--- src/rtl/game_ctrl_pkg.sv ---
// rtl/game_ctrl_pkg.sv - shared command-vector indices, FSM encodings and difficulty table
package game_ctrl_pkg;

  // Bit positions inside a 4-bit command vector {L,R,J,S}
  localparam int CMD_L = 3;
  localparam int CMD_R = 2;
  localparam int CMD_J = 1;
  localparam int CMD_S = 0;

  typedef logic [3:0] cmd_t;

  // Top-level scheduler states
  localparam logic [0:0] TOP_FREEZE = 1'b0;
  localparam logic [0:0] TOP_RUN    = 1'b1;

  // Jump shaping states
  localparam logic [1:0] JMP_READY = 2'd0;
  localparam logic [1:0] JMP_HOLD  = 2'd1;
  localparam logic [1:0] JMP_COOL  = 2'd2;

  // AI reaction delay in frames for each difficulty setting
  function automatic logic [2:0] diff_to_delay(input logic [1:0] diff);
    logic [2:0] d;
    case (diff)
      2'd0:    d = 3'd0;
      2'd1:    d = 3'd2;
      2'd2:    d = 3'd4;
      default: d = 3'd7;
    endcase
    return d;
  endfunction

endpackage

--- src/rtl/opponent_ctrl_sched_if.sv ---
// rtl/opponent_ctrl_sched_if.sv - command sources in, opponent controls out
interface opponent_ctrl_sched_if;
  logic       frame_tick;
  logic       game_run;
  logic       mode_ai;
  logic [1:0] difficulty;
  logic       ai_left;
  logic       ai_right;
  logic       ai_jump;
  logic       ai_smash;
  logic       key_left;
  logic       key_right;
  logic       key_jump;
  logic       key_smash;
  logic       op_move_left;
  logic       op_move_right;
  logic       op_jump;
  logic       op_smash;
  logic       busy_jump;

  // Game logic side: drives sources, observes controls
  modport master (
    output frame_tick, game_run, mode_ai, difficulty,
    output ai_left, ai_right, ai_jump, ai_smash,
    output key_left, key_right, key_jump, key_smash,
    input  op_move_left, op_move_right, op_jump, op_smash, busy_jump
  );

  // Scheduler side
  modport slave (
    input  frame_tick, game_run, mode_ai, difficulty,
    input  ai_left, ai_right, ai_jump, ai_smash,
    input  key_left, key_right, key_jump, key_smash,
    output op_move_left, op_move_right, op_jump, op_smash, busy_jump
  );
endinterface

--- src/rtl/reaction_delay_line.sv ---
// rtl/reaction_delay_line.sv - circular command delay buffer with fill tracking and bypass tap
module reaction_delay_line #(
  parameter int DEPTH = 8,
  parameter int W     = 4
) (
  input  logic                     clk,
  input  logic                     rst,
  input  logic                     wr_i,
  input  logic                     flush_i,
  input  logic [$clog2(DEPTH)-1:0] delay_i,
  input  logic [W-1:0]             din_i,
  output logic [W-1:0]             dout_o
);
  localparam int AW = $clog2(DEPTH);
  localparam logic [AW-1:0] FILL_MAX = AW'(DEPTH - 1);

  logic [W-1:0]  mem_q [DEPTH];
  logic [AW-1:0] wptr_q;
  logic [AW-1:0] fill_q;
  logic [AW-1:0] fill_d;
  logic [AW-1:0] eff_fill;
  logic [AW-1:0] rd_idx;

  // A flush discards history immediately; the entry written alongside it survives
  assign eff_fill = flush_i ? '0 : fill_q;
  assign rd_idx   = wptr_q - delay_i;

  // Read tap: zero delay bypasses the array, too little history reads as a bubble
  always_comb begin
    dout_o = '0;
    if (delay_i == '0) begin
      dout_o = din_i;
    end else if (eff_fill >= delay_i) begin
      dout_o = mem_q[rd_idx];
    end
  end

  // Saturating count of valid entries written before the current one
  always_comb begin
    fill_d = fill_q;
    if (wr_i) begin
      fill_d = (eff_fill == FILL_MAX) ? FILL_MAX : eff_fill + AW'(1);
    end else if (flush_i) begin
      fill_d = '0;
    end
  end

  // Storage, write pointer and fill register
  always_ff @(posedge clk) begin
    if (rst) begin
      wptr_q <= '0;
      fill_q <= '0;
      for (int i = 0; i < DEPTH; i++) begin
        mem_q[i] <= '0;
      end
    end else begin
      fill_q <= fill_d;
      if (wr_i) begin
        mem_q[wptr_q] <= din_i;
        wptr_q        <= wptr_q + AW'(1);
      end
    end
  end
endmodule

--- src/rtl/opponent_ctrl_sched.sv ---
// rtl/opponent_ctrl_sched.sv - frame-paced opponent command scheduler with jump/smash shaping
module opponent_ctrl_sched #(
  parameter int DEPTH      = 8,
  parameter int JUMP_HOLD  = 6,
  parameter int JUMP_COOL  = 20,
  parameter int SMASH_HOLD = 3
) (
  input  logic                 clk,
  input  logic                 rst,
  opponent_ctrl_sched_if.slave bus
);
  import game_ctrl_pkg::*;

  localparam int AW = $clog2(DEPTH);
  localparam int JW = $clog2(((JUMP_HOLD > JUMP_COOL) ? JUMP_HOLD : JUMP_COOL) + 1);
  localparam int SW = $clog2(SMASH_HOLD + 1);

  logic [0:0]    top_q, top_d;
  logic          mode_prev_q, mode_prev_d;
  logic [1:0]    diff_prev_q, diff_prev_d;
  logic [1:0]    jst_q, jst_d;
  logic [JW-1:0] jcnt_q, jcnt_d;
  logic [SW-1:0] scnt_q, scnt_d;
  logic          left_q, left_d;
  logic          right_q, right_d;
  logic          jump_q, jump_d;
  logic          smash_q, smash_d;

  logic          start_tick;
  logic          run_tick;
  logic          mode_sw;
  logic          diff_chg;
  logic          conflict;
  logic [AW-1:0] delay;
  cmd_t          ai_vec;
  cmd_t          key_vec;
  cmd_t          dl_out;
  cmd_t          sel_vec;

  assign start_tick = bus.frame_tick & bus.game_run & (top_q == TOP_FREEZE);
  assign run_tick   = bus.frame_tick & bus.game_run & (top_q == TOP_RUN);
  assign mode_sw    = run_tick & (bus.mode_ai != mode_prev_q);
  assign diff_chg   = run_tick & (bus.difficulty != diff_prev_q);
  assign delay      = AW'(diff_to_delay(bus.difficulty));

  assign ai_vec  = {bus.ai_left, bus.ai_right, bus.ai_jump, bus.ai_smash};
  assign key_vec = {bus.key_left, bus.key_right, bus.key_jump, bus.key_smash};

  reaction_delay_line #(
    .DEPTH (DEPTH),
    .W     (4)
  ) u_delay (
    .clk     (clk),
    .rst     (rst),
    .wr_i    (start_tick | run_tick),
    .flush_i (~bus.game_run | mode_sw | diff_chg),
    .delay_i (delay),
    .din_i   (ai_vec),
    .dout_o  (dl_out)
  );

  // Source selection; the tick that sees a source change drives nothing new
  assign sel_vec  = mode_sw ? '0 : (bus.mode_ai ? dl_out : key_vec);
  assign conflict = sel_vec[CMD_L] & sel_vec[CMD_R];

  // Next-state: freeze override, rally start, then per-frame shaping
  always_comb begin
    top_d       = top_q;
    mode_prev_d = mode_prev_q;
    diff_prev_d = diff_prev_q;
    jst_d       = jst_q;
    jcnt_d      = jcnt_q;
    scnt_d      = scnt_q;
    left_d      = left_q;
    right_d     = right_q;
    jump_d      = jump_q;
    smash_d     = smash_q;
    if (!bus.game_run) begin
      top_d   = TOP_FREEZE;
      jst_d   = JMP_READY;
      jcnt_d  = '0;
      scnt_d  = '0;
      left_d  = 1'b0;
      right_d = 1'b0;
      jump_d  = 1'b0;
      smash_d = 1'b0;
    end else if (start_tick) begin
      top_d       = TOP_RUN;
      mode_prev_d = bus.mode_ai;
      diff_prev_d = bus.difficulty;
    end else if (run_tick) begin
      mode_prev_d = bus.mode_ai;
      diff_prev_d = bus.difficulty;
      left_d      = sel_vec[CMD_L] & ~conflict;
      right_d     = sel_vec[CMD_R] & ~conflict;
      case (jst_q)
        JMP_READY: begin
          if (sel_vec[CMD_J]) begin
            jst_d  = JMP_HOLD;
            jcnt_d = JW'(JUMP_HOLD - 1);
            jump_d = 1'b1;
          end
        end
        JMP_HOLD: begin
          if (jcnt_q == '0) begin
            jst_d  = JMP_COOL;
            jcnt_d = JW'(JUMP_COOL - 1);
            jump_d = 1'b0;
          end else begin
            jcnt_d = jcnt_q - JW'(1);
          end
        end
        JMP_COOL: begin
          if (jcnt_q == '0) begin
            jst_d = JMP_READY;
          end else begin
            jcnt_d = jcnt_q - JW'(1);
          end
        end
        default: begin
          jst_d  = JMP_READY;
          jcnt_d = '0;
          jump_d = 1'b0;
        end
      endcase
      if (scnt_q != '0) begin
        smash_d = 1'b1;
        scnt_d  = scnt_q - SW'(1);
      end else if (sel_vec[CMD_S]) begin
        smash_d = 1'b1;
        scnt_d  = SW'(SMASH_HOLD - 1);
      end else begin
        smash_d = 1'b0;
      end
    end
  end

  // State and output registers
  always_ff @(posedge clk) begin
    if (rst) begin
      top_q       <= TOP_FREEZE;
      mode_prev_q <= 1'b0;
      diff_prev_q <= '0;
      jst_q       <= JMP_READY;
      jcnt_q      <= '0;
      scnt_q      <= '0;
      left_q      <= 1'b0;
      right_q     <= 1'b0;
      jump_q      <= 1'b0;
      smash_q     <= 1'b0;
    end else begin
      top_q       <= top_d;
      mode_prev_q <= mode_prev_d;
      diff_prev_q <= diff_prev_d;
      jst_q       <= jst_d;
      jcnt_q      <= jcnt_d;
      scnt_q      <= scnt_d;
      left_q      <= left_d;
      right_q     <= right_d;
      jump_q      <= jump_d;
      smash_q     <= smash_d;
    end
  end

  assign bus.op_move_left  = left_q;
  assign bus.op_move_right = right_q;
  assign bus.op_jump       = jump_q;
  assign bus.op_smash      = smash_q;
  assign bus.busy_jump     = (jst_q != JMP_READY);
endmodule

--- src/flat_wrapper.sv ---
// flat-port wrapper written by rule: the top's interface ports become plain ports
module opponent_ctrl_sched_flat import game_ctrl_pkg::*;
#(
  parameter int DEPTH      = 8,
  parameter int JUMP_HOLD  = 6,
  parameter int JUMP_COOL  = 20,
  parameter int SMASH_HOLD = 3
)
  (clk, rst, bus_frame_tick, bus_game_run, bus_mode_ai, bus_difficulty, bus_ai_left, bus_ai_right, bus_ai_jump, bus_ai_smash, bus_key_left, bus_key_right, bus_key_jump, bus_key_smash, bus_op_move_left, bus_op_move_right, bus_op_jump, bus_op_smash, bus_busy_jump);
  opponent_ctrl_sched_if bus_i ();
  input  logic clk;
  input  logic rst;
  input wire logic [$bits(bus_i.frame_tick)-1:0] bus_frame_tick;
  input wire logic [$bits(bus_i.game_run)-1:0] bus_game_run;
  input wire logic [$bits(bus_i.mode_ai)-1:0] bus_mode_ai;
  input wire logic [$bits(bus_i.difficulty)-1:0] bus_difficulty;
  input wire logic [$bits(bus_i.ai_left)-1:0] bus_ai_left;
  input wire logic [$bits(bus_i.ai_right)-1:0] bus_ai_right;
  input wire logic [$bits(bus_i.ai_jump)-1:0] bus_ai_jump;
  input wire logic [$bits(bus_i.ai_smash)-1:0] bus_ai_smash;
  input wire logic [$bits(bus_i.key_left)-1:0] bus_key_left;
  input wire logic [$bits(bus_i.key_right)-1:0] bus_key_right;
  input wire logic [$bits(bus_i.key_jump)-1:0] bus_key_jump;
  input wire logic [$bits(bus_i.key_smash)-1:0] bus_key_smash;
  output wire logic [$bits(bus_i.op_move_left)-1:0] bus_op_move_left;
  output wire logic [$bits(bus_i.op_move_right)-1:0] bus_op_move_right;
  output wire logic [$bits(bus_i.op_jump)-1:0] bus_op_jump;
  output wire logic [$bits(bus_i.op_smash)-1:0] bus_op_smash;
  output wire logic [$bits(bus_i.busy_jump)-1:0] bus_busy_jump;
  assign bus_i.frame_tick = bus_frame_tick;
  assign bus_i.game_run = bus_game_run;
  assign bus_i.mode_ai = bus_mode_ai;
  assign bus_i.difficulty = bus_difficulty;
  assign bus_i.ai_left = bus_ai_left;
  assign bus_i.ai_right = bus_ai_right;
  assign bus_i.ai_jump = bus_ai_jump;
  assign bus_i.ai_smash = bus_ai_smash;
  assign bus_i.key_left = bus_key_left;
  assign bus_i.key_right = bus_key_right;
  assign bus_i.key_jump = bus_key_jump;
  assign bus_i.key_smash = bus_key_smash;
  assign bus_op_move_left = bus_i.op_move_left;
  assign bus_op_move_right = bus_i.op_move_right;
  assign bus_op_jump = bus_i.op_jump;
  assign bus_op_smash = bus_i.op_smash;
  assign bus_busy_jump = bus_i.busy_jump;
  opponent_ctrl_sched #(.DEPTH(DEPTH), .JUMP_HOLD(JUMP_HOLD), .JUMP_COOL(JUMP_COOL), .SMASH_HOLD(SMASH_HOLD)) u_core (.clk(clk), .rst(rst), .bus(bus_i));
endmodule
--- config.mk ---
export PLATFORM = sky130hd
export DESIGN_NAME = opponent_ctrl_sched_flat
export DESIGN_NICKNAME = d
export VERILOG_FILES = /design/src/rtl/game_ctrl_pkg.sv /design/src/rtl/opponent_ctrl_sched_if.sv /design/src/rtl/reaction_delay_line.sv /design/src/rtl/opponent_ctrl_sched.sv /design/src/flat_wrapper.sv
export SDC_FILE = /design/constraint.sdc
export NUM_CORES = 1
export LEC_CHECK = 0
export ABC_AREA = 1
export CAP_MARGIN = 10
export CORE_MARGIN = 2
export CORE_UTILIZATION = 45
export CTS_CLUSTER_DIAMETER = 50
export CTS_CLUSTER_SIZE = 14
export DETAILED_ROUTE_END_ITERATION = 8
export PLACE_DENSITY_LB_ADDON = 0.08
export SYNTH_ARGS = -nofsm -noshare
export SYNTH_HDL_FRONTEND = slang
export SYNTH_SLANG_ARGS = --single-unit
--- constraint.sdc ---
create_clock -name clk -period 2.3 [get_ports clk]
set_input_delay 0.46 -clock clk [delete_from_list [all_inputs] [get_ports clk]]
set_output_delay 0.46 -clock clk [all_outputs]
set_load 0.005 [all_outputs]
==> results of run 1 <==
==> cells by family after synthesis <==
| kind of cell | share of synthesized area |
|---|---|
| xor+xnor | 0.00586 |
| compound gates | 0.102 |
| buf+inv | 0.0779 |
| flops | 0.476 |
| fa+ha+maj | 0.0402 |
| simple gates | 0.298 |
==> metal layers <==
| metal | share of wire | GRT usage | vias up |
|---|---|---|---|
| li1 | - | - | 1374 |
| met2 | 0.48 | 0.341 | 44 |
| met4 | 0.0063 | 0.0462 | 0 |
| met5 | 0 | 0 | - |
| met3 | 0.046 | 0.0399 | 4 |
| met1 | 0.47 | 0.266 | 1236 |
==> cells in the final DEF (no fill, tap or decap), types with 3 or more instances in the layout <==
cell type,netlist,routed
a31oi_1,4,4
dlygate4sd2_1,0,3
nand3_1,17,12
o21ai_1,0,4
buf_4,1,41
inv_1,49,46
dfxtp_1,23,22
o21ai_0,20,15
a21oi_1,22,20
ha_1,8,6
buf_6,0,3
nand3_2,1,6
nand4_1,4,4
nand2_4,1,3
inv_2,2,4
clkdlybuf4s50_1,0,14
nor2_1,79,79
nand2_1,98,90
edfxtp_1,32,32
clkbuf_8,0,5
nand2_2,7,13
clkinv_1,1,3
==> worst max-delay path, stage by stage (launching register included) <==
cell      delay (ns)
dfxtp_2         0.34
inv_2           0.05
ha_4            0.15
fa_2            0.63
buf_6           0.14
o21ai_1         0.06
o211ai_1        0.17
nand2_1         0.08
o21ai_2         0.14
nand2_2         0.09
nand2_4         0.09
nand3_4         0.12
nor2b_1         0.15
nor2_1          0.05
==> cells in the mapped netlist (2+ instances only) <==
cell type / n / area (µm²)
nand4_1: 4 / 25.0
nand2_2: 7 / 43.8
o21a_1: 2 / 15.0
edfxtp_1: 32 / 961
inv_2: 2 / 7.51
xor2_1: 2 / 17.5
inv_1: 49 / 184
o21ai_0: 20 / 100
clkbuf_1: 3 / 11.3
ha_1: 8 / 100
nor2_1: 79 / 297
a21oi_1: 22 / 110
a31oi_1: 4 / 25.0
buf_2: 3 / 15.0
dfxtp_1: 23 / 460
nand3_1: 17 / 85.1
nand2_1: 98 / 368
==> registers in the layout (all words and copies together), names as in the netlist <==
register,count
u_core.bus.op_move_left,1
u_core.diff_prev_q,2
u_core.bus.op_move_right,1
u_core.top_q,1
u_core.mode_prev_q,1
u_core.u_delay.wptr_q,3
u_core.u_delay.fill_q,3
u_core.jcnt_q,5
u_core.bus.op_jump,1
u_core.bus.op_smash,1
u_core.u_delay.mem_q,32
u_core.jst_q,2
u_core.scnt_q,2
==> stage by stage <==
step           cells  setup TNS (ns)  hold slack [ns]  worst slack, ns
2_1_floorplan    391               0            0.443          0.00342
3_3_place_gp     517           -9.65            0.459           -0.854
3_5_place_dp     517          -10.12            0.462           -0.869
4_1_cts          531          -0.140            0.476          -0.0461
5_1_grt          531           -2.15            0.491           -0.217
6_report         531          -0.104            0.475          -0.0462
==> final cells by class <==
cell class                      count  area (µm²)
Fill cell                         588        2640
Multi-Input combinational cell    276        1430
Clock inverter                      2        7.51
Tap cell                           77        96.3
Timing Repair Buffer               63         518
Sequential cell                    55        1420
Clock buffer                        6        72.6
Inverter                           52         198
==> worst max-delay path by stage <==
stage / from / endpoint / slack (ns) / cells past startpoint
floorplan: bus_difficulty[1] / u_core.jcnt_q[2] / 0.003 / 14
global placement: bus_difficulty[1] / u_core.scnt_q[1] / -0.85 / 20
detailed placement: bus_difficulty[1] / u_core.scnt_q[1] / -0.87 / 20
CTS: u_core.u_delay.wptr_q[0] / u_core.jcnt_q[2] / -0.05 / 15
global route: u_core.u_delay.wptr_q[0] / u_core.scnt_q[1] / -0.22 / 18
finish: u_core.u_delay.wptr_q[0] / u_core.jcnt_q[2] / -0.05 / 13
==> power by group through the flow <==
stage	Clock [mW]	Sequential (mW)	Combinational, mW
2_1_floorplan	0	1.10	0.232
4_1_cts	0.534	1.08	0.399
3_5_place_dp	0	1.10	0.360
5_1_grt	0.573	1.08	0.456
3_3_place_gp	0	1.10	0.359
6_report	0.524	1.08	0.408
==> repair_timing <==
item	CTS	global route
gates resized for setup	29	11
gates cloned	0	0
endpoints found under the setup margin	13	13
pin swaps	19	15
buffers inserted	6	0
==> flow_summary_export.csv, run 1 <==
group,metric,value,unit
status,status,"finished with violations",
status,violations,"negative setup slack",
grt,first_global_vias,2560,
sta,worst_slack,-0.0462,ns
sta,finalCritPeriodShare,1.02,
power,internal_power,1.45,mW
setup_path,reg2reg_depth,13,
die,num_io_pins,20,
run,maxCapViolCount,0,
synthesis,ys_types,33,
die,initial_core_util,0.468,
synthesis,ys_async_sr_fraction,0,
sta,finalSetupViolCount,6,
clock_network,clkLatencyLatePin,0.31,ns
synthesis,ys_warn_count,0,
synthesis,ys.flop_type,"edfxtp_1",
grt,grtUsageTotal,0.201,
drt,first_pass_iters,5,
synthesis,synth-seq-cells,55,
setup_path,critPathRequiredTime,2.52,ns
power,p_sw_frac,0.278,
power,pwr-share-seq,0.537,
final_layout,area_growth_syn_to_layout,25.4,%
grt,antenna_found_initial,0,
sta,slew_violations,0,
min_path,worstHoldEndpoint,"u_core.bus.op_smash",
setup_path,cp.arrival,2.56,ns
die,die_y,85.5,µm
setup_path,r2r_start,"u_core.u_delay.wptr_q[0]",
synthesis,synth_nets,415,
clock_network,htreeDepth,2,
clock_network,cts_root_buffer,"clkbuf_8",
sta,finalCriticalPeriod,2.35,ns
clock_network,clock_path_buffers,2,
setup_path,r2r-end,"u_core.jcnt_q[2]",
place,portBuffers,19,
setup_path,r2r_setup_slack,-0.05,ns
die,die_x,85.5,µm
power,combPwrFrac,0.202,
clock_network,cts_tree,"built",
final_layout,fin_util,0.587,
place,routabilityCongestion,0.856,
synthesis,seq_area_frac_synth,0.476,
power,power.density,537,mW/mm²
min_path,hp-start,"u_core.bus.op_smash",
setup_path,critPathKind,"flip-flop to flip-flop",
die,fp-row-count,29,
synthesis,netlist_area,0.00299,mm²
setup_path,critPathLaunchType,"flip-flop",
final_layout,fin_area,0.00375,mm²
min_path,worstHoldPathCells,2,
setup_path,cp-end-kind,"flip-flop",
sta,max_freq,0.426,GHz
synthesis,synth_edf_count,32,
power,power.switching,0.561,mW
synthesis,synthCells,391,
drt,wl_per_cell,13.2,µm
clock_network,hold_buffers,0,
clock_network,clk_pin_slew,0.09,ns
die,dieArea,0.00731,mm²
setup_path,critPathMaxFanout,8,
place,post_dp_cell_area,0.00354,mm²
place,hpwl,5.18,mm
power,p_leak,1.69,nW
drt,wirelength,6.99,mm
final_layout,drive_gt1_frac,0.198,
clock_network,cts_buffers,5,
synthesis,syn_area_per_cell,7.64,µm²
drt,via_per_inst,5.01,
drt,drtIter0Drc,169,
sta,rsz0062_at_grt,"yes",
drt,drc_errors,0,
grt,overflow,0,
grt,grt_max_degree,20,
final_layout,nets,477,
sta,hold_violations,0,
sta,tightest_slew,0.381,ns
die,core-area,0.00639,mm²
final_layout,antenna_cells,0,
power,power_frac_clock,0.260,
power,power,2.01,mW
sta,skew,0.00288,ns
clock_network,cts.sinks,55,
drt,ant_nets,0,
sta,slew_headroom,0.745,
drt,vias,2658,
power,ir_drop,0.264,mV
min_path,hold_path_class,"flip-flop to flip-flop",
grt,grt_pass1_wl,11.5,mm
(Power assumes the default switching activity.)
==> run 2, diff against run 1 <==
- REMOVE_ABC_BUFFERS: default -> 1
==> run 2 against run 1 <==
  * The flow now finishes without violations
  * First-iteration DRC count rose by 4.1%
  * Sequential share of layout area shrank 0.54 points
  * Core utilization rose by 0.84 points
  * Combinational power up 2%
  * Clock skew is 0.0072 ns higher
  * Clock power down 1%
  * Via count hardly changed
  * Sequential power is essentially flat
  * Final area up 1.4%
  * Register-to-register slack improved by 0.05 ns
  * Largest power group unchanged
==> flow_summary_export.csv, run 2 (synthesis results as in run 1) <==
group,metric,value,unit
final_layout,area_growth_syn_to_layout,27.2,%
power,power.density,531,mW/mm²
setup_path,cp.arrival,2.49,ns
final_layout,drive_gt1_frac,0.212,
final_layout,n_fill_cell,611,
final_layout,top_register,"u_core.u_delay.mem_q",
setup_path,critPathKind,"flip-flop to flip-flop",
setup_path,r2r_setup_slack,0.008,ns
clock_network,cts_root_buffer,"clkbuf_8",
final_layout,fin_area,0.00380,mm²
grt,overflow,0,
die,core-area,0.00639,mm²
setup_path,reg2reg_depth,15,
drt,drtIter0Drc,176,
power,power,2.02,mW
grt,antenna_found_initial,0,
clock_network,clock_path_buffers,2,
clock_network,cts_tree,"built",
grt,grt_pass1_wl,12.1,mm
die,fp-row-count,29,
clock_network,htreeDepth,2,
drt,drc_errors,0,
sta,slew_headroom,0.734,
die,num_io_pins,20,
sta,skew,0.0101,ns
grt,first_global_vias,2602,
die,die_x,85.5,µm
place,placedCellCount,520,
setup_path,critPathRequiredTime,2.50,ns
final_layout,layout_commonest_cell,"nand2_1",
place,hpwl,5.24,mm
status,status,"completed",
clock_network,clk_pin_slew,0.10,ns
sta,max_freq,0.436,GHz
setup_path,cp-end-kind,"flip-flop",
grt,grtUsageTotal,0.209,
sta,tightest_slew,0.399,ns
die,die_y,85.5,µm
power,p_leak,1.73,nW
drt,via_per_inst,4.94,
sta,rsz0062_at_grt,"yes",
final_layout,top_regs,"u_core.u_delay.mem_q: 32 flops, u_core.jcnt_q: 5 flops",
place,post_dp_cell_area,0.00354,mm²
drt,ant_nets,0,
run,maxCapViolCount,0,
sta,finalSetupViolCount,0,
clock_network,clkLatencyLatePin,0.31,ns
die,initial_core_util,0.468,
die,dieArea,0.00731,mm²
power,ir_drop,0.232,mV
final_layout,antenna_cells,0,
setup_path,startpoint,"u_core.u_delay.wptr_q[0]",
sta,finalCriticalPeriod,2.29,ns
final_layout,nets,485,
final_layout,largest_reg_flops,32,
drt,wl_per_cell,13.0,µm
min_path,hold_path_class,"flip-flop to flip-flop",
sta,slew_violations,0,
place,routabilityCongestion,0.823,
final_layout,fin_util,0.595,
clock_network,cts.sinks,55,
drt,vias,2660,
setup_path,critPathLaunchType,"flip-flop",
setup_path,r2r-end,"u_core.jcnt_q[1]",
sta,finalCritPeriodShare,0.997,
drt,first_pass_iters,5,
setup_path,setup.worst_path.end,"u_core.jcnt_q[1]",
final_layout,layout_common_cells,"nand2_1, nor2_1, buf_4",
sta,hold_violations,0,
grt,grt_max_degree,17,
place,portBuffers,19,
final_layout,final_cells,539,
setup_path,r2r_start,"u_core.u_delay.wptr_q[0]",
setup_path,critPathMaxFanout,8,
clock_network,cts_buffers,5,
drt,wirelength,7.03,mm
## run 2: how the worst min path moves through the flow
stage	endpoint	depth (start not counted)	from	slack, ns
detailed placement	u_core.diff_prev_q[0]	2	u_core.diff_prev_q[0]	0.46
finish	u_core.bus.op_smash	2	u_core.bus.op_smash	0.47
floorplan	u_core.diff_prev_q[0]	2	u_core.diff_prev_q[0]	0.44
CTS	u_core.diff_prev_q[0]	2	u_core.diff_prev_q[0]	0.47
global route	u_core.bus.op_smash	2	u_core.bus.op_smash	0.49
global placement	u_core.diff_prev_q[1]	2	u_core.diff_prev_q[1]	0.45
## run 2: timing repair
item	CTS	global route
cloned	1	0
pin swaps	18	15
setup endpoints to repair	13	13
hold buffers	0	0
resized for setup	30	14
setup buffers	9	1
## run 2: layout make-up
cell class,instances,area (µm²),area share
Multi-Input combinational cell,276,1430,0.375
Sequential cell,55,1420,0.374
Timing Repair Buffer,71,578,0.152
Inverter,52,198,0.0520
Tap cell,77,96.3,0.0254
Clock buffer,8,80.1,0.0211
## run 2: per-layer routing
| metal | GRT usage | share of wire | vias up | routed length (µm) |
|---|---|---|---|---|
| li1 | - | - | 1390 | - |
| met4 | 0.0519 | 0.0091 | 0 | 64 |
| met3 | 0.0331 | 0.039 | 6 | 274 |
| met2 | 0.342 | 0.47 | 43 | 3320 |
| met1 | 0.291 | 0.48 | 1221 | 3370 |
| met5 | 0 | 0 | - | 0 |
## run 2: critical path, stage by stage (launching register included)
cell     delay (ns)
dfxtp_2        0.34
inv_2          0.05
ha_4           0.15
fa_2           0.60
buf_6          0.14
nand3_2        0.05
nand2_1        0.05
nor2_1         0.04
nor2_1         0.09
nand2_1        0.07
o21ai_2        0.15
nand2_2        0.08
nand2_4        0.09
nand3_4        0.12
nor2_1         0.12
nor2_1         0.05
## run 2: per-stage QoR
step                TNS, ns  hold slack [ns]  setup WS, ns
floorplan             -2.84            0.445        -0.271
global placement      -7.79            0.455        -0.646
detailed placement    -8.37            0.459        -0.702
CTS                 -0.0158            0.474       -0.0145
global route          -2.05            0.493        -0.196
finish                    0            0.471       0.00801
## run 2: report_power, final
group          internal, mW  leakage, nW  switching (mW)
clock network         0.217       0.0395           0.302
logic                 0.182         1.17           0.234
registers              1.07        0.518          0.0130
==> run 3, diff against run 2 <==
- SLEW_MARGIN: default -> 10
==> results of run 3 <==
Final layout, timing and power as in run 2 (identical DEF).
